`src/rtl/fxp_pkg.sv`:
```
// Shared fixed-point types and constants for the FixedPointMaths datapath.
package fxp_pkg;

  localparam int unsigned FXP_WIDTH     = 64;
  localparam int unsigned FXP_FRAC_BITS = 32;

  // Q32.32 saturation limits
  localparam logic [FXP_WIDTH-1:0] FXP_Q_MAX = 64'h7FFF_FFFF_FFFF_FFFF;
  localparam logic [FXP_WIDTH-1:0] FXP_Q_MIN = 64'h8000_0000_0000_0000;

  typedef enum logic [1:0] {
    IDLE = 2'd0,
    RUN  = 2'd1,
    DONE = 2'd2
  } state_e;

endpackage

```
`src/rtl/fxp_chunk_sub.sv`:
```
// One ripple-borrow slice: sum = a + ~b + cin over W bits.
module fxp_chunk_sub #(
  parameter int unsigned W = 16
) (
  input  logic [W-1:0] a,
  input  logic [W-1:0] b,
  input  logic         cin,
  output logic [W-1:0] sum_c,
  output logic         cout_c
);

  // Subtract by adding the one's complement plus the incoming carry
  always_comb begin
    {cout_c, sum_c} = {1'b0, a} + {1'b0, ~b} + (W + 1)'(cin);
  end

endmodule

```
`src/rtl/fxp64_serial_subtractor.sv`:
```
// Multi-cycle signed fixed-point subtractor: diff = minuend - subtrahend,
// CHUNK_W bits per cycle through a single reused ripple-borrow slice.
module fxp64_serial_subtractor
  import fxp_pkg::*;
#(
  parameter int unsigned WIDTH     = FXP_WIDTH,
  parameter int unsigned FRAC_BITS = FXP_FRAC_BITS,
  parameter int unsigned CHUNK_W   = 16,
  parameter int unsigned SATURATE  = 0
) (
  input  logic             clk,
  input  logic             rst,
  input  logic             in_valid,
  output logic             in_ready,
  input  logic [WIDTH-1:0] minuend,
  input  logic [WIDTH-1:0] subtrahend,
  output logic             out_valid,
  input  logic             out_ready,
  output logic [WIDTH-1:0] diff,
  output logic             borrow_out,
  output logic             overflow
);

  localparam int unsigned N     = WIDTH / CHUNK_W;
  localparam int unsigned IDX_W = (N > 1) ? $clog2(N) : 1;
  localparam logic [IDX_W-1:0] LAST_IDX = IDX_W'(N - 1);
  localparam logic [WIDTH-1:0] POS_MAX  = {1'b0, {(WIDTH - 1){1'b1}}};
  localparam logic [WIDTH-1:0] NEG_MIN  = {1'b1, {(WIDTH - 1){1'b0}}};

  // Reject parameter sets the chunked datapath cannot represent
  generate
    if ((WIDTH % CHUNK_W) != 0) begin : g_bad_chunk
      $error("WIDTH must be a multiple of CHUNK_W");
    end
    if (FRAC_BITS >= WIDTH) begin : g_bad_frac
      $error("FRAC_BITS must be smaller than WIDTH");
    end
  endgenerate

  state_e             state_q, state_d;
  logic [WIDTH-1:0]   a_q, a_d;
  logic [WIDTH-1:0]   b_q, b_d;
  logic [WIDTH-1:0]   raw_q, raw_d;
  logic               a_msb_q, a_msb_d;
  logic               b_msb_q, b_msb_d;
  logic               carry_q, carry_d;
  logic [IDX_W-1:0]   idx_q, idx_d;
  logic [WIDTH-1:0]   diff_d;
  logic               borrow_d;
  logic               ovf_d;
  logic               out_valid_d;
  logic               in_ready_d;

  logic [CHUNK_W-1:0] chunk_sum;
  logic               chunk_cout;
  logic [WIDTH-1:0]   raw_full;
  logic               ovf_c;

  // Single slice always works on the low chunk of the shifting operands
  fxp_chunk_sub #(
    .W (CHUNK_W)
  ) u_chunk (
    .a      (a_q[CHUNK_W-1:0]),
    .b      (b_q[CHUNK_W-1:0]),
    .cin    (carry_q),
    .sum_c  (chunk_sum),
    .cout_c (chunk_cout)
  );

  // Merge the current slice result into the partial difference
  always_comb begin
    raw_full = raw_q;
    for (int k = 0; k < int'(N); k++) begin
      if (idx_q == IDX_W'(k)) begin
        raw_full[k*CHUNK_W +: CHUNK_W] = chunk_sum;
      end
    end
    ovf_c = (a_msb_q != b_msb_q) && (raw_full[WIDTH-1] != a_msb_q);
  end

  // Next-state and next-output logic
  always_comb begin
    state_d     = state_q;
    a_d         = a_q;
    b_d         = b_q;
    raw_d       = raw_q;
    a_msb_d     = a_msb_q;
    b_msb_d     = b_msb_q;
    carry_d     = carry_q;
    idx_d       = idx_q;
    diff_d      = diff;
    borrow_d    = borrow_out;
    ovf_d       = overflow;
    out_valid_d = out_valid;
    in_ready_d  = in_ready;

    case (state_q)
      IDLE: begin
        in_ready_d = 1'b1;
        if (in_valid && in_ready) begin
          a_d        = minuend;
          b_d        = subtrahend;
          a_msb_d    = minuend[WIDTH-1];
          b_msb_d    = subtrahend[WIDTH-1];
          raw_d      = '0;
          carry_d    = 1'b1;
          idx_d      = '0;
          in_ready_d = 1'b0;
          state_d    = RUN;
        end
      end
      RUN: begin
        a_d     = a_q >> CHUNK_W;
        b_d     = b_q >> CHUNK_W;
        raw_d   = raw_full;
        carry_d = chunk_cout;
        idx_d   = idx_q + IDX_W'(1);
        if (idx_q == LAST_IDX) begin
          idx_d       = '0;
          borrow_d    = ~chunk_cout;
          ovf_d       = ovf_c;
          diff_d      = ((SATURATE != 0) && ovf_c) ? (a_msb_q ? NEG_MIN : POS_MAX) : raw_full;
          out_valid_d = 1'b1;
          state_d     = DONE;
        end
      end
      DONE: begin
        if (out_ready) begin
          out_valid_d = 1'b0;
          in_ready_d  = 1'b1;
          state_d     = IDLE;
        end
      end
      default: begin
        state_d = IDLE;
      end
    endcase
  end

  // State, datapath and output registers
  always_ff @(posedge clk or posedge rst) begin
    if (rst) begin
      state_q    <= IDLE;
      a_q        <= '0;
      b_q        <= '0;
      raw_q      <= '0;
      a_msb_q    <= 1'b0;
      b_msb_q    <= 1'b0;
      carry_q    <= 1'b0;
      idx_q      <= '0;
      diff       <= '0;
      borrow_out <= 1'b0;
      overflow   <= 1'b0;
      out_valid  <= 1'b0;
      in_ready   <= 1'b1;
    end else begin
      state_q    <= state_d;
      a_q        <= a_d;
      b_q        <= b_d;
      raw_q      <= raw_d;
      a_msb_q    <= a_msb_d;
      b_msb_q    <= b_msb_d;
      carry_q    <= carry_d;
      idx_q      <= idx_d;
      diff       <= diff_d;
      borrow_out <= borrow_d;
      overflow   <= ovf_d;
      out_valid  <= out_valid_d;
      in_ready   <= in_ready_d;
    end
  end

endmodule

```
`config.mk`:
```
export PLATFORM = sky130hd
export DESIGN_NAME = fxp64_serial_subtractor
export DESIGN_NICKNAME = d
export VERILOG_FILES = /design/src/rtl/fxp_pkg.sv /design/src/rtl/fxp_chunk_sub.sv /design/src/rtl/fxp64_serial_subtractor.sv
export SDC_FILE = /design/constraint.sdc
export NUM_CORES = 1
export LEC_CHECK = 0
export BUFFER_PORTS_ARGS = -buffer_cell sky130_fd_sc_hd__buf_2
export CORE_AREA = 2 2 150 152
export CTS_CLUSTER_DIAMETER = 200
export DETAILED_ROUTE_END_ITERATION = 7
export DIE_AREA = 0 0 152 154
export GPL_ROUTABILITY_DRIVEN = 0
export PLACE_DENSITY = 0.91
export SETUP_SLACK_MARGIN = 0.4
export SLEW_MARGIN = 25
export SYNTH_ARGS = -nofsm -noshare
export SYNTH_HDL_FRONTEND = slang
export SYNTH_HIERARCHICAL = 1
export SYNTH_SLANG_ARGS = --single-unit
```
`constraint.sdc`:
```
create_clock -name clk -period 10.4 [get_ports clk]
set_input_delay 0.52 -clock clk [delete_from_list [all_inputs] [get_ports clk]]
set_output_delay 0.52 -clock clk [all_outputs]
set_load 0.05 [all_outputs]
```
# [Word level (Yosys, flattened, before mapping)]
# Cells that the tools add are included.
[classes] mux=25 n_eq_ne=10 n_reduce_logical=13 bitwise_logic=2 addsub=3
[op_table] op="64-bit case mux with 2 select lines" count=3
[op_table] op="64-bit two-way mux" count=3
[op_table] op="16-bit two-way mux" count=4
[op_table] op="16-bit by 16-bit adder with 17-bit output" count=1
[op_table] op="17-bit by 1-bit adder with 17-bit output" count=1
[op_table] op="16-bit NOT" count=1
[op_table] op="2-bit two-way mux" count=5
[op_table] op="2-bit AND reduction" count=4
[op_table] op="2-bit == test (second input constant)" count=3
[op_table] op="2-bit != test (second input constant)" count=3
[op_table] op="1-bit case mux with 2 select lines" count=3
[op_table] op="2-bit case mux with 3 select lines" count=1
[op_table] op="3-bit AND reduction" count=2
[op_table] op="2-bit nonzero test" count=3
[op_table] op="1-bit two-way mux" count=5
[op_table] op="2-bit by 1-bit == test with 1-bit output (second input constant)" count=2
[op_table] op="2-bit zero test" count=2
[op_table] op="2-bit case mux with 2 select lines" count=1
[op_table] op="2-bit by 1-bit adder with 2-bit output (second input constant)" count=1
[op_table] op="1-bit logical AND" count=2
[op_table] op="1-bit != test" count=2
[op_table] op="1-bit NOT" count=1
[totals] regBits=267 out_inout_bits=68 in_bits=132 wordCells=66

# [Logic depth before layout (Yosys ltp)]
[logic_depth] depth_word=6 mapped_depth=12 mapped_depth_nobuf=11

# [Cells and area by module]
# Netlist, hierarchy kept.
[by_module_without_submodules] mod="fxp64_serial_subtractor" area_per_inst_um2=11329.6 n_inst=1 cells_each=1164 seq_area_each_um2=6682.7
[by_module_without_submodules] mod="fxp_chunk_sub" area_per_inst_um2=889.6 n_inst=1 cells_each=131 seq_area_each_um2=0.0

# [Least setup slack after synthesis]
# OpenSTA, ideal clock, no wires.
[synth_path] kind="register to register" from="register a_q[0]" to="register diff[14]" setup_ps=83 t_required_ps=10317 setup_slack_ps=7722 period_less_slack_ps=2678 stages_incl_launch_ff=13 n_path_buf=1 t_arrival_ps=2595 cell_sequence="dfrtp_1 inv_1 fa_1 fa_1 nor2b_1 o21bai_1 a21boi_2 o2111ai_2 and4_1 a211oi_2 buf_1 mux2i_1 o21ai_0"
[synth_between] elab_chain_len=3
[synth_lines] item="start, declared" line="fxp64_serial_subtractor.sv:41" rtl="logic [WIDTH-1:0] a_q, a_d;"
[synth_lines] item="start signal, assigned" line="fxp64_serial_subtractor.sv:144" rtl="a_q <= '0;"
[synth_lines] item="start signal, assigned" line="fxp64_serial_subtractor.sv:158" rtl="a_q <= a_d;"
[synth_lines] item="16-bit by 16-bit adder with 17-bit output" line="fxp_chunk_sub.sv:14" rtl="{cout_c, sum_c} = {1'b0, a} + {1'b0, ~b} + (W + 1)'(cin);"
[synth_lines] item="17-bit by 1-bit adder with 17-bit output" line="fxp_chunk_sub.sv:14"
[synth_lines] item="net chunk_sum[14]" line="fxp64_serial_subtractor.sv:54" rtl="logic [CHUNK_W-1:0] chunk_sum;"
[synth_lines] item="16-bit two-way mux" line="fxp64_serial_subtractor.sv:74" rtl="if (idx_q == IDX_W'(k)) begin"
[synth_lines] item="end signal, assigned" line="fxp64_serial_subtractor.sv:165" rtl="diff <= diff_d;"
[synth_lines] item="end, declared" line="fxp64_serial_subtractor.sv:19" rtl="output logic [WIDTH-1:0] diff,"
# The timed path passes the listed nets, and every way through them passes these cells.
# A chain may end at the register's enable or synchronous reset.

# [Worst setup path after layout]
[layout_path] from="register a_q[0]" to="register diff[26]"
# Same word-level chain as after synthesis.

==> impl.org <==
** Run status
- The flow ran to the end, and the final reports show no timing, DRC or antenna violations.

** Synth
- Counting flops and latches in the post-synthesis netlist gives 267.
- For this run, the number of Yosys warnings is 6.
- After synthesis, the share of flip-flops with an asynchronous set or reset is 100.0%.
- By instance count, the leading cell after synthesis is sky130_fd_sc_hd__dfrtp_1.
- Main synth FF type :: sky130_fd_sc_hd__dfrtp_1
- The mapped netlist covers 0.01222 mm^2.
- A synthesized cell averages 9.436 um^2.
- Yosys attributes the largest share of cell area to sky130_fd_sc_hd__dfrtp_1 (54%), sky130_fd_sc_hd__a21oi_1 (8.6%), sky130_fd_sc_hd__nand2_1 (7.6%).
- After synthesis, flip-flops and latches occupy 54.69% of the total area.
- Proportion of netlist area held by the largest area contributor :: 54.47%
- The largest total area in the synthesized netlist belongs to sky130_fd_sc_hd__dfrtp_1.
- The number of nets in the synthesized netlist is 1449.
- In this run, synthesis inferred 0 flip-flops with an integrated enable.
- Gate Count Post-Synth :: 1295
- The commonest cells after synthesis are sky130_fd_sc_hd__dfrtp_1 (266), sky130_fd_sc_hd__nand2_1 (248), sky130_fd_sc_hd__a21oi_1 (209), sky130_fd_sc_hd__nor2_1 (106), sky130_fd_sc_hd__o21ai_0 (77).
- Distinct cell type count after synthesis :: 47

** STA
- Min Clock Period, post-route :: 3.485 ns
- Slew Viols, Final :: 0
- Skew final :: 0.01689 ns
- For the pin with the worst max-slew slack, the measured transition is 1.102 ns.
- After routing, the total negative slack on setup checks comes to 0 ns.
- Headroom to the max-slew limit came out at 26.31%.
- The final critical path takes up 33.51% of the cycle.
- Setup violations remaining at the end of the flow were counted as 0.
- Setup repair after global routing missed its margin :: no
- Derived from the worst setup path, the maximum achievable clock frequency is 286.9 MHz.
- Final count of hold timing violations :: 0

** Cells and area
- Of the cells placed in the final design, the portion with a size suffix greater than 1 is 18.65%.
- Fill cells in the final layout number 1599.
- Final standard cell count with taps included and fillers excluded :: 1727
- From synthesis to final layout, the design area changed by 15.59%.
- At the end of the flow the core is filled with cells to 65.13%.
- Net count of the finished layout :: 1578

** Clock network
- In this run, post-CTS repair resized a total of 0 instances.
- Sinks on the clock net :: 267
- Clock slew at reported path FFs :: 0.06 ns
- CTS tree :: yes
- Buffer depth of the longest clock path :: 3
- Post-CTS setup-driven buffer insertion count :: 0
- Later-pin clock latency in the skew report :: 0.53 ns
- Inserted Clock Buffers :: 27
- CTS built an H-tree with a depth of 1.
- CTS Root Buffer Type :: sky130_fd_sc_hd__clkbuf_16
- Hold-fix buffers at CTS :: 0

** Setup path
- Startpoint of the worst setup timing path :: a_q[0]
- For the worst setup path, the data required time is 10.80 ns.
- Worst Path Arrival :: 3.89 ns
- Reg-to-Reg Start :: a_q[0]
- Worst Reg-to-Reg Cells :: 11
- The worst setup path is launched from a flop.
- Capture point of the critical path :: diff[26]
- STA classifies the critical path endpoint as a flop.
- Peak fanout along the critical path :: 8
- In this run the register-to-register setup slack is 6.91 ns.
- Setup Crit Path Kind :: flop to flop
- Capture instance of the worst register-to-register path :: diff[26]

** Routing
- Violation count after the first detailed-routing iteration :: 1107
- Drt total wl :: 32930 um
- Dividing the detail-routed wire length by the instance count gives 19.07 um.
- Routed via count divided by cell count :: 6.001
- For this run, the detailed router's first-pass iteration total came to 8.
- After detailed routing, the number of remaining DRC violations is 0.
- Post-route antenna net violation count :: 0
- Across all layers, the routed design uses 10.36k vias.

** Job
- The tool flagged a number of max-cap violations equal to 0.

** GRT
- Via count of the first global-routing pass :: 9993
- Global routing used 27.57% of the available tracks across all layers.
- First-pass GRT wire length :: 52650 um
- The number of antenna violations at the first check in global routing is 3.
- Entering global routing, the biggest net connects 127 pins.
- Overflow left after global routing :: 0

** Die
- Die width :: 152 um
- Initial cell density of the core :: 56.34%
- After floorplanning, the core was sized to cover 0.02169 mm^2.
- Number of cell rows :: 54
- Die H :: 154 um
- Boundary Pins :: 200
- The floorplan step defined a die boundary enclosing 0.02341 mm^2.

** Place
- During placement, the flow inserted port buffers numbering 199.
- Once detailed placement completed, the half-perimeter wirelength came to 20360 um.
- Post-Place Cells :: 1674

** Hold path
- Class of the tightest hold or removal check :: input pin to asynchronous set/reset pin
==> per-stage QoR <==
stage / cell area (um^2) / setup WS [ns] / hold slack, ns
detailed placement: 13190 / 7.060 / 0.4649
global route: 14120 / 6.805 / 0.1727
floorplan: 12220 / 2.528 / 0.4608
global placement: 13190 / 7.305 / 0.4567
finish: 14120 / 6.915 / 0.1224
CTS: 14050 / 7.027 / 0.1659
==> cell families after synthesis <==
family | Yosys count | share of synthesized area (%)
adder cells (fa/ha/maj) | 22 | 2.376
AND/OR/NAND/NOR | 418 | 13.92
XOR/XNOR | 11 | 0.7884
multiplexers | 65 | 5.325
flip-flops | 267 | 54.69
buffers and inverters | 137 | 4.802
AO/OA/AOI/OAI | 375 | 18.10
==> state kept, by name, summed over array words and instances, names as in the netlist <==
name,flops
state_q,2
carry_q,1
diff,64
idx_q,2
out_valid,1
a_msb_q,1
overflow,1
in_ready,1
a_q,64
b_q,64
borrow_out,1
raw_q,64
b_msb_q,1
==> layout make-up <==
class	instances	area (um^2)	share of cell area, %
clock inverter	10	112.6	0.7972
clock buffer	37	743.2	5.262
sequential	267	6683	47.31
tap	280	350.3	2.480
multi-input combinational	891	5032	35.63
timing repair buffer	207	1071	7.583
antenna	5	12.51	0.08858
inverter	30	120.1	0.8504
==> how the worst min path moves through the flow <==
stage | from | end | slack, ns | cells after the start
after global routing | subtrahend[59] | b_q[59] | 0.17 | 3
after detailed placement | diff[32] | diff[32] | 0.46 | 2
after global placement | diff[17] | diff[17] | 0.46 | 2
after floorplan | a_msb_q | a_msb_q | 0.46 | 2
after CTS | subtrahend[51] | b_q[51] | 0.17 | 3
final | rst | diff[41] | 0.12 | 2
==> routing by layer <==
| metal | vias up | global-route usage, % | routed length, um |
|---|---|---|---|
| met5 | - | 0 | 13 |
| met3 | 124 | 6.172 | 3210 |
| met1 | 4970 | 36.32 | 12430 |
| li1 | 4663 | - | - |
| met2 | 604 | 43.95 | 15590 |
| met4 | 2 | 12.77 | 1683 |
==> critical path, cell delays in order, from the launching register on <==
cell	delay (ns)
sky130_fd_sc_hd__dfrtp_1	0.34
sky130_fd_sc_hd__inv_1	0.06
sky130_fd_sc_hd__fa_1	0.47
sky130_fd_sc_hd__fa_1	0.44
sky130_fd_sc_hd__nor2b_1	0.17
sky130_fd_sc_hd__o21bai_1	0.09
sky130_fd_sc_hd__a21boi_2	0.23
sky130_fd_sc_hd__o41a_1	0.21
sky130_fd_sc_hd__a21boi_1	0.10
sky130_fd_sc_hd__xnor2_1	0.69
sky130_fd_sc_hd__mux2i_1	0.21
sky130_fd_sc_hd__o21ai_0	0.35
==> placed cells by master, fill, tap and decap left out, drive strengths merged, types with 2 or more instances in the layout <==
master	synthesis	routed
diode	0	5
clkbuf	49	37
buf	58	207
a21oi	209	209
clkinvlp	0	2
o211ai	2	2
nor3	2	2
nand3	39	39
ha	20	20
nand3b	2	2
nor2b	7	7
o21ai	78	78
a211oi	3	3
bufinv	0	2
mux2i	65	65
xor2	4	4
a21boi	2	2
o21a	3	3
o31ai	3	3
inv	30	31
nand2b	2	2
dfrtp	266	266
clkinv	0	5
nand2	249	249
nor2	106	106
o2111ai	2	2
a21o	5	5
a22o	63	63
fa	2	2
xnor2	7	7
and2	5	5
Power is left out: the tool's default activity adds up to more than one toggle a clock period on the data nets, which glitch-free logic cannot reach.
